<file path="src/rtl/branch_predictor.sv">
// branch_predictor
//   IF-stage branch predictor: a direct-mapped BTB whose entries each hold a
//   2-bit saturating direction counter. The fetch PC is predicted
//   combinationally. The table trains on branches resolved in EX, and
//   mispredictions are flagged for the flush unit and the PC mux.
// Ports
//   clk_i, rst_i        clock (rising edge), async active-low reset
//   if_pc_i             fetch PC
//   pred_hit_o          BTB tag hit for if_pc_i
//   pred_taken_o        predicted taken
//   pred_target_o       predicted next PC
//   ex_*_i              resolved branch information from EX
//   mispredict_o        EX branch was mispredicted (flush request)
//   redirect_pc_o       correct next PC; 0 when no branch resolves
//   br_cnt_o            resolved-branch count (saturating)
//   miss_cnt_o          mispredict count (saturating)
module branch_predictor #(
  parameter int IDX_W = 4,
  parameter int PC_W  = 32
) (
  input  logic            clk_i,
  input  logic            rst_i,
  input  logic [PC_W-1:0] if_pc_i,
  output logic            pred_hit_o,
  output logic            pred_taken_o,
  output logic [PC_W-1:0] pred_target_o,
  input  logic            ex_valid_i,
  input  logic            ex_branch_i,
  input  logic [PC_W-1:0] ex_pc_i,
  input  logic            ex_taken_i,
  input  logic [PC_W-1:0] ex_target_i,
  input  logic            ex_pred_taken_i,
  input  logic [PC_W-1:0] ex_pred_target_i,
  output logic            mispredict_o,
  output logic [PC_W-1:0] redirect_pc_o,
  output logic [31:0]     br_cnt_o,
  output logic [31:0]     miss_cnt_o
);

  localparam int DEPTH = 2 ** IDX_W;
  localparam int TAG_W = PC_W - IDX_W - 2;
  localparam logic [PC_W-1:0] PC_INC  = PC_W'(4);
  localparam logic [31:0]     CNT_MAX = 32'hFFFF_FFFF;

  logic [DEPTH-1:0] r_valid;
  logic [TAG_W-1:0] r_tag    [DEPTH];
  logic [PC_W-1:0]  r_target [DEPTH];
  logic [1:0]       r_ctr    [DEPTH];
  logic [31:0]      r_br_cnt;
  logic [31:0]      r_miss_cnt;

  logic [IDX_W-1:0] w_if_idx;
  logic [TAG_W-1:0] w_if_tag;
  logic [IDX_W-1:0] w_ex_idx;
  logic [TAG_W-1:0] w_ex_tag;
  logic             w_ex_hit;
  logic             w_upd;
  logic             w_mispredict;

  assign w_if_idx = if_pc_i[IDX_W+1:2];
  assign w_if_tag = if_pc_i[PC_W-1:IDX_W+2];
  assign w_ex_idx = ex_pc_i[IDX_W+1:2];
  assign w_ex_tag = ex_pc_i[PC_W-1:IDX_W+2];

  // Prediction reads the registered table only, so a same-cycle train on
  // the same index is seen one cycle later.
  assign pred_hit_o    = r_valid[w_if_idx] && (r_tag[w_if_idx] == w_if_tag);
  assign pred_taken_o  = pred_hit_o && r_ctr[w_if_idx][1];
  assign pred_target_o = pred_taken_o ? r_target[w_if_idx] : (if_pc_i + PC_INC);

  assign w_upd    = ex_valid_i && ex_branch_i;
  assign w_ex_hit = r_valid[w_ex_idx] && (r_tag[w_ex_idx] == w_ex_tag);

  // Target mismatch only matters when the branch is actually taken.
  assign w_mispredict = w_upd && ((ex_taken_i != ex_pred_taken_i) ||
                                  (ex_taken_i && (ex_target_i != ex_pred_target_i)));
  assign mispredict_o  = w_mispredict;
  assign redirect_pc_o = !w_upd     ? '0 :
                         ex_taken_i ? ex_target_i : (ex_pc_i + PC_INC);

  assign br_cnt_o   = r_br_cnt;
  assign miss_cnt_o = r_miss_cnt;

  always_ff @(posedge clk_i or negedge rst_i) begin
    if (!rst_i) begin
      r_valid <= '0;
      for (int i = 0; i < DEPTH; i++) begin
        r_tag[i]    <= '0;
        r_target[i] <= '0;
        r_ctr[i]    <= 2'b01;
      end
    end else if (w_upd) begin
      if (w_ex_hit) begin
        if (ex_taken_i) begin
          r_target[w_ex_idx] <= ex_target_i;
          if (r_ctr[w_ex_idx] != 2'b11)
            r_ctr[w_ex_idx] <= r_ctr[w_ex_idx] + 2'd1;
        end else if (r_ctr[w_ex_idx] != 2'b00) begin
          r_ctr[w_ex_idx] <= r_ctr[w_ex_idx] - 2'd1;
        end
      end else if (ex_taken_i) begin
        // Miss on a taken branch allocates (or evicts an alias) weakly taken.
        r_valid[w_ex_idx]  <= 1'b1;
        r_tag[w_ex_idx]    <= w_ex_tag;
        r_target[w_ex_idx] <= ex_target_i;
        r_ctr[w_ex_idx]    <= 2'b10;
      end
    end
  end

  always_ff @(posedge clk_i or negedge rst_i) begin
    if (!rst_i) begin
      r_br_cnt   <= '0;
      r_miss_cnt <= '0;
    end else begin
      if (w_upd && (r_br_cnt != CNT_MAX))
        r_br_cnt <= r_br_cnt + 32'd1;
      if (w_mispredict && (r_miss_cnt != CNT_MAX))
        r_miss_cnt <= r_miss_cnt + 32'd1;
    end
  end

endmodule

</file>
<file path="config.mk">
export PLATFORM = sky130hd
export DESIGN_NAME = branch_predictor
export DESIGN_NICKNAME = d
export VERILOG_FILES = /design/src/rtl/branch_predictor.sv
export SDC_FILE = /design/constraint.sdc
export NUM_CORES = 2
export LEC_CHECK = 0
export BUFFER_PORTS_ARGS = -buffer_cell sky130_fd_sc_hd__clkbuf_2
export CAP_MARGIN = 15
export CORE_MARGIN = 3
export CORE_UTILIZATION = 35
export CTS_CLUSTER_DIAMETER = 30
export DETAILED_ROUTE_END_ITERATION = 16
export REMOVE_ABC_BUFFERS = 1
export SETUP_SLACK_MARGIN = 0.1
export SLEW_MARGIN = 15
export SYNTH_ARGS = -nofsm -noshare
export SYNTH_HDL_FRONTEND = slang
export SYNTH_SLANG_ARGS = --single-unit
</file>
<file path="constraint.sdc">
create_clock -name clk_i -period 5.65 [get_ports clk_i]
set_clock_uncertainty 0.2 [all_clocks]
set_input_delay 1.13 -clock clk_i [delete_from_list [all_inputs] [get_ports clk_i]]
set_output_delay 1.13 -clock clk_i [all_outputs]
set_load 0.02 [all_outputs]
</file>
==> metrics.log <==
INFO  metric tns = -2.49 ns
INFO  metric std_cell_rows = 143
INFO  metric synth_edf_count = 0
INFO  metric fin_crit = 5.76 ns
INFO  metric ys_warn_count = 0
INFO  metric post_route_cells_drive_above_1_share = 53.5%
INFO  metric htree_num_levels = 4
INFO  metric vias = 36316
INFO  metric vdd_ir_drop_max = 281 µV
INFO  metric number_of_buffers_created_by_cts = 231
INFO  metric outcome = complete, but fails checks
INFO  metric syn_area_per_cell = 14.5 µm²
INFO  metric io_buffer_count = 264
INFO  metric setup.worst_path.start_class = input pin
INFO  metric synth_sequential_area_ratio = 48.1%
INFO  metric dpl.cell_count = 5936
INFO  metric post-layout-total-power = 26.3 mW
INFO  metric timing_worst_setup_path_type = in2out
INFO  metric antenna_found_initial = 19
INFO  metric gpl.final_weighted_congestion = 0.908
INFO  metric die_area = 159000 µm²
INFO  metric mappedNetlistArea = 54100 µm²
INFO  metric floorplan.core_area = 153000 µm²
INFO  metric r2r.worst_path.cells = 9
INFO  metric setup-violations-final = 32
INFO  metric dpl-instance-area = 59200 µm²
INFO  metric final.period_utilization = 102%
INFO  metric io-pin-count = 265
INFO  metric worst_max_slew_margin_expressed_relative_to_the_limit = 28.2%
INFO  metric maxClockFrequency = 0.173 GHz
INFO  metric drt_first_pass_iters = 5
INFO  metric post-route-drc-count = 0
INFO  metric path_clk_slew = 0.05 ns
INFO  metric clkLatencyLatePin = 0.86 ns
INFO  metric syn2layout_area_growth = 26.7%
INFO  metric syn-instance-count = 3721
INFO  metric die-height = 399 µm
INFO  metric setup_ws = -0.115 ns
INFO  metric floorplan.initialDensity = 35.4%
INFO  metric yosys_most_used_dff = dfrtp_1
INFO  metric route.layer.met1.wl = 78100 µm
INFO  metric synthDistinctLibCells = 79
INFO  metric count_of_non_filler_cells_in_the_finished_layout = 6409
INFO  metric timing_worst_slew_pin_value = 1.08 ns
INFO  metric hold_path.class = in2async
INFO  metric first_global_vias = 37314
INFO  metric clockRootBuffer = clkbuf_16
INFO  metric grt_first_pass_wirelength = 266000 µm
INFO  metric final_max_slew_viol_count = 0
INFO  metric leakagePower = 31.4 nW
INFO  metric tritoncts = done
INFO  metric place_ws = -0.320 ns
INFO  metric floorplan.die.width = 399 µm
INFO  metric timing.hold.ws = 0.208 ns
INFO  metric hpwlAfterDp = 121000 µm
INFO  metric drtAntennaViolNets = 0
INFO  metric final_core_utilization = 44.8%
INFO  metric critical_path.endpoint_type = output pin
INFO  metric hold_violations = 0
INFO  metric worstPathMaxFanout = 8
INFO  metric vias_per_cell = 5.67
INFO  metric grt_util_all_layers = 22.9%
INFO  metric worst_path_arrival = 4.43 ns
INFO  metric drv.max_cap_violation_count = 0
INFO  metric routed_wirelength = 183000 µm
INFO  metric cts.sinks = 1040
INFO  metric globalRouteOverflowTotal = 0
INFO  metric power.density_cell_area = 384 nW/µm²
INFO  metric required = 4.32 ns
INFO  metric met2_length = 84400 µm
INFO  metric async_flop_share = 100%
INFO  metric nNetsFinal = 4317
INFO  metric grt_setup_unrepaired = true
INFO  metric met3_wirelength = 16000 µm
INFO  metric postSynthRegisterBits = 1040
INFO  metric post_drt_wl_per_cell = 28.6 µm
INFO  metric failing_checks = setup timing
INFO  metric dr.max_layer_used = met5
INFO  metric drt_first_iter_violations = 3253
INFO  metric grt_max_degree = 115
INFO  metric cts_max_path_buffers = 3
INFO  metric cts.hold.buffers_added = 0
INFO  metric postLayoutCellArea = 68500 µm²
worst max-delay path: stages:
cell	delay, ns
clkbuf_16	0.15
buf_16	0.16
buf_12	0.14
mux4_2	0.48
mux4_2	0.51
xnor2_2	0.17
buf_4	0.16
and4b_1	0.22
nand3_2	0.10
nor4_4	0.29
buf_6	0.17
buf_12	0.12
buf_16	0.15
mux2_4	0.31
buf_6	0.13
power breakdown:
part / switching [mW] / total, mW / internal (mW) / leakage (nW)
combinational: 1.61 / 3.48 / 1.87 / 13.7
clock: 4.59 / 13.8 / 9.18 / 3.94
sequential: 0.631 / 9.07 / 8.44 / 13.8
total: 6.83 / 26.3 / 19.5 / 31.4
flip-flops by register name (all words and copies together) (netlist names):
| signal | cells |
|---|---|
| r_tag | 416 |
| r_ctr | 32 |
| miss_cnt_o | 32 |
| r_valid | 16 |
| r_target | 512 |
| br_cnt_o | 32 |
cell families (layout without fill, tap and decap cells):
family                   count (synthesis)  count (layout)  synth area share (%)
AO/OA/AOI/OAI                          167             167                  2.18
XOR/XNOR                               197             197                  3.19
adder cells (fa/ha/maj)                  9               9                 0.208
buffers and inverters                  371            1023                  3.22
flip-flops                            1040            1040                  48.1
multiplexers                          1475            1475                  38.3
other                                    0               6                     0
AND/OR/NAND/NOR                        462             462                  4.78
layout make-up:
type                    instances  area (µm²)
diodes                          6        15.0
clock buffers                 291        6410
clock inverters               141        1820
fillers                     13526       84300
inverters                      28         108
multi-input cells            2310       26700
flip-flops and latches       1040       26000
well taps                    2030        2540
repair buffers                563        4850
final timing paths:
kind / start / to / slack (ns)
max in group asynchronous: rst_i / r_target[277] / 3.65
max: if_pc_i[2] / pred_target_o[0] / -0.11
min reg2reg: miss_cnt_o[15] / miss_cnt_o[15] / 0.29
max reg2reg: r_tag[15] / r_ctr[27] / 1.59
min in group clk_i: miss_cnt_o[15] / miss_cnt_o[15] / 0.29
min: rst_i / r_tag[352] / 0.21
cells in the final DEF, fill, tap and decap left out, drive strengths merged, types with 19 or more instances in the layout:
master	count
inv	36
bufinv	25
clkbuf	520
nand3	55
a211oi	19
nor2	92
o21ai	23
xnor2	108
a21oi	48
buf	333
mux4	375
dfrtp	1024
nand2	94
nor4	19
and2	24
xor2	89
mux2i	107
mux2	993
clkinvlp	34
nand4	50
clkinv	74
nand2b	26
nor2b	24
routing by layer:
metal / global-route usage, % / up-vias
met5: 0 / -
met4: 6.66 / 14
met3: 6.27 / 334
met2: 35.3 / 1496
met1: 31.6 / 19508
li1: - / 14964
timing repair:
action | CTS | global route
gates resized for setup | 46 | 139
gates cloned | 4 | 3
endpoints found under the setup margin | 34 | 35
pin swaps | 10 | 8
setup buffers | 23 | 6
cell usage after synthesis, types with 7 or more instances:
| cell | count | area [µm²] |
|---|---|---|
| mux2i_1 | 107 | 1070 |
| and2_1 | 24 | 150 |
| buf_2 | 57 | 285 |
| nor4_1 | 17 | 106 |
| clkbuf_1 | 201 | 754 |
| buf_4 | 31 | 233 |
| a22oi_1 | 18 | 135 |
| buf_1 | 37 | 139 |
| nand2_1 | 90 | 338 |
| buf_6 | 12 | 135 |
| ha_1 | 9 | 113 |
| a21oi_1 | 48 | 240 |
| xnor2_1 | 108 | 946 |
| nand3_2 | 7 | 70.1 |
| nand2b_1 | 26 | 163 |
| nand3_1 | 43 | 215 |
| a22o_1 | 8 | 70.1 |
| dfstp_2 | 16 | 420 |
| or3_1 | 12 | 75.1 |
| nand4_1 | 50 | 313 |
| o21ai_2 | 7 | 61.3 |
| a211oi_1 | 19 | 143 |
| nor3_1 | 18 | 90.1 |
| and3_1 | 16 | 100 |
| and4_1 | 11 | 96.3 |
| xor2_1 | 89 | 780 |
| nor2_1 | 91 | 342 |
| dfrtp_1 | 1024 | 25600 |
| mux2_2 | 878 | 9890 |
| nor2b_1 | 24 | 150 |
| o21ai_0 | 13 | 65.1 |
| inv_1 | 25 | 93.8 |
| mux2_1 | 113 | 1270 |
| mux4_2 | 375 | 8450 |
Note: power is estimated with default switching activity, not from simulation.
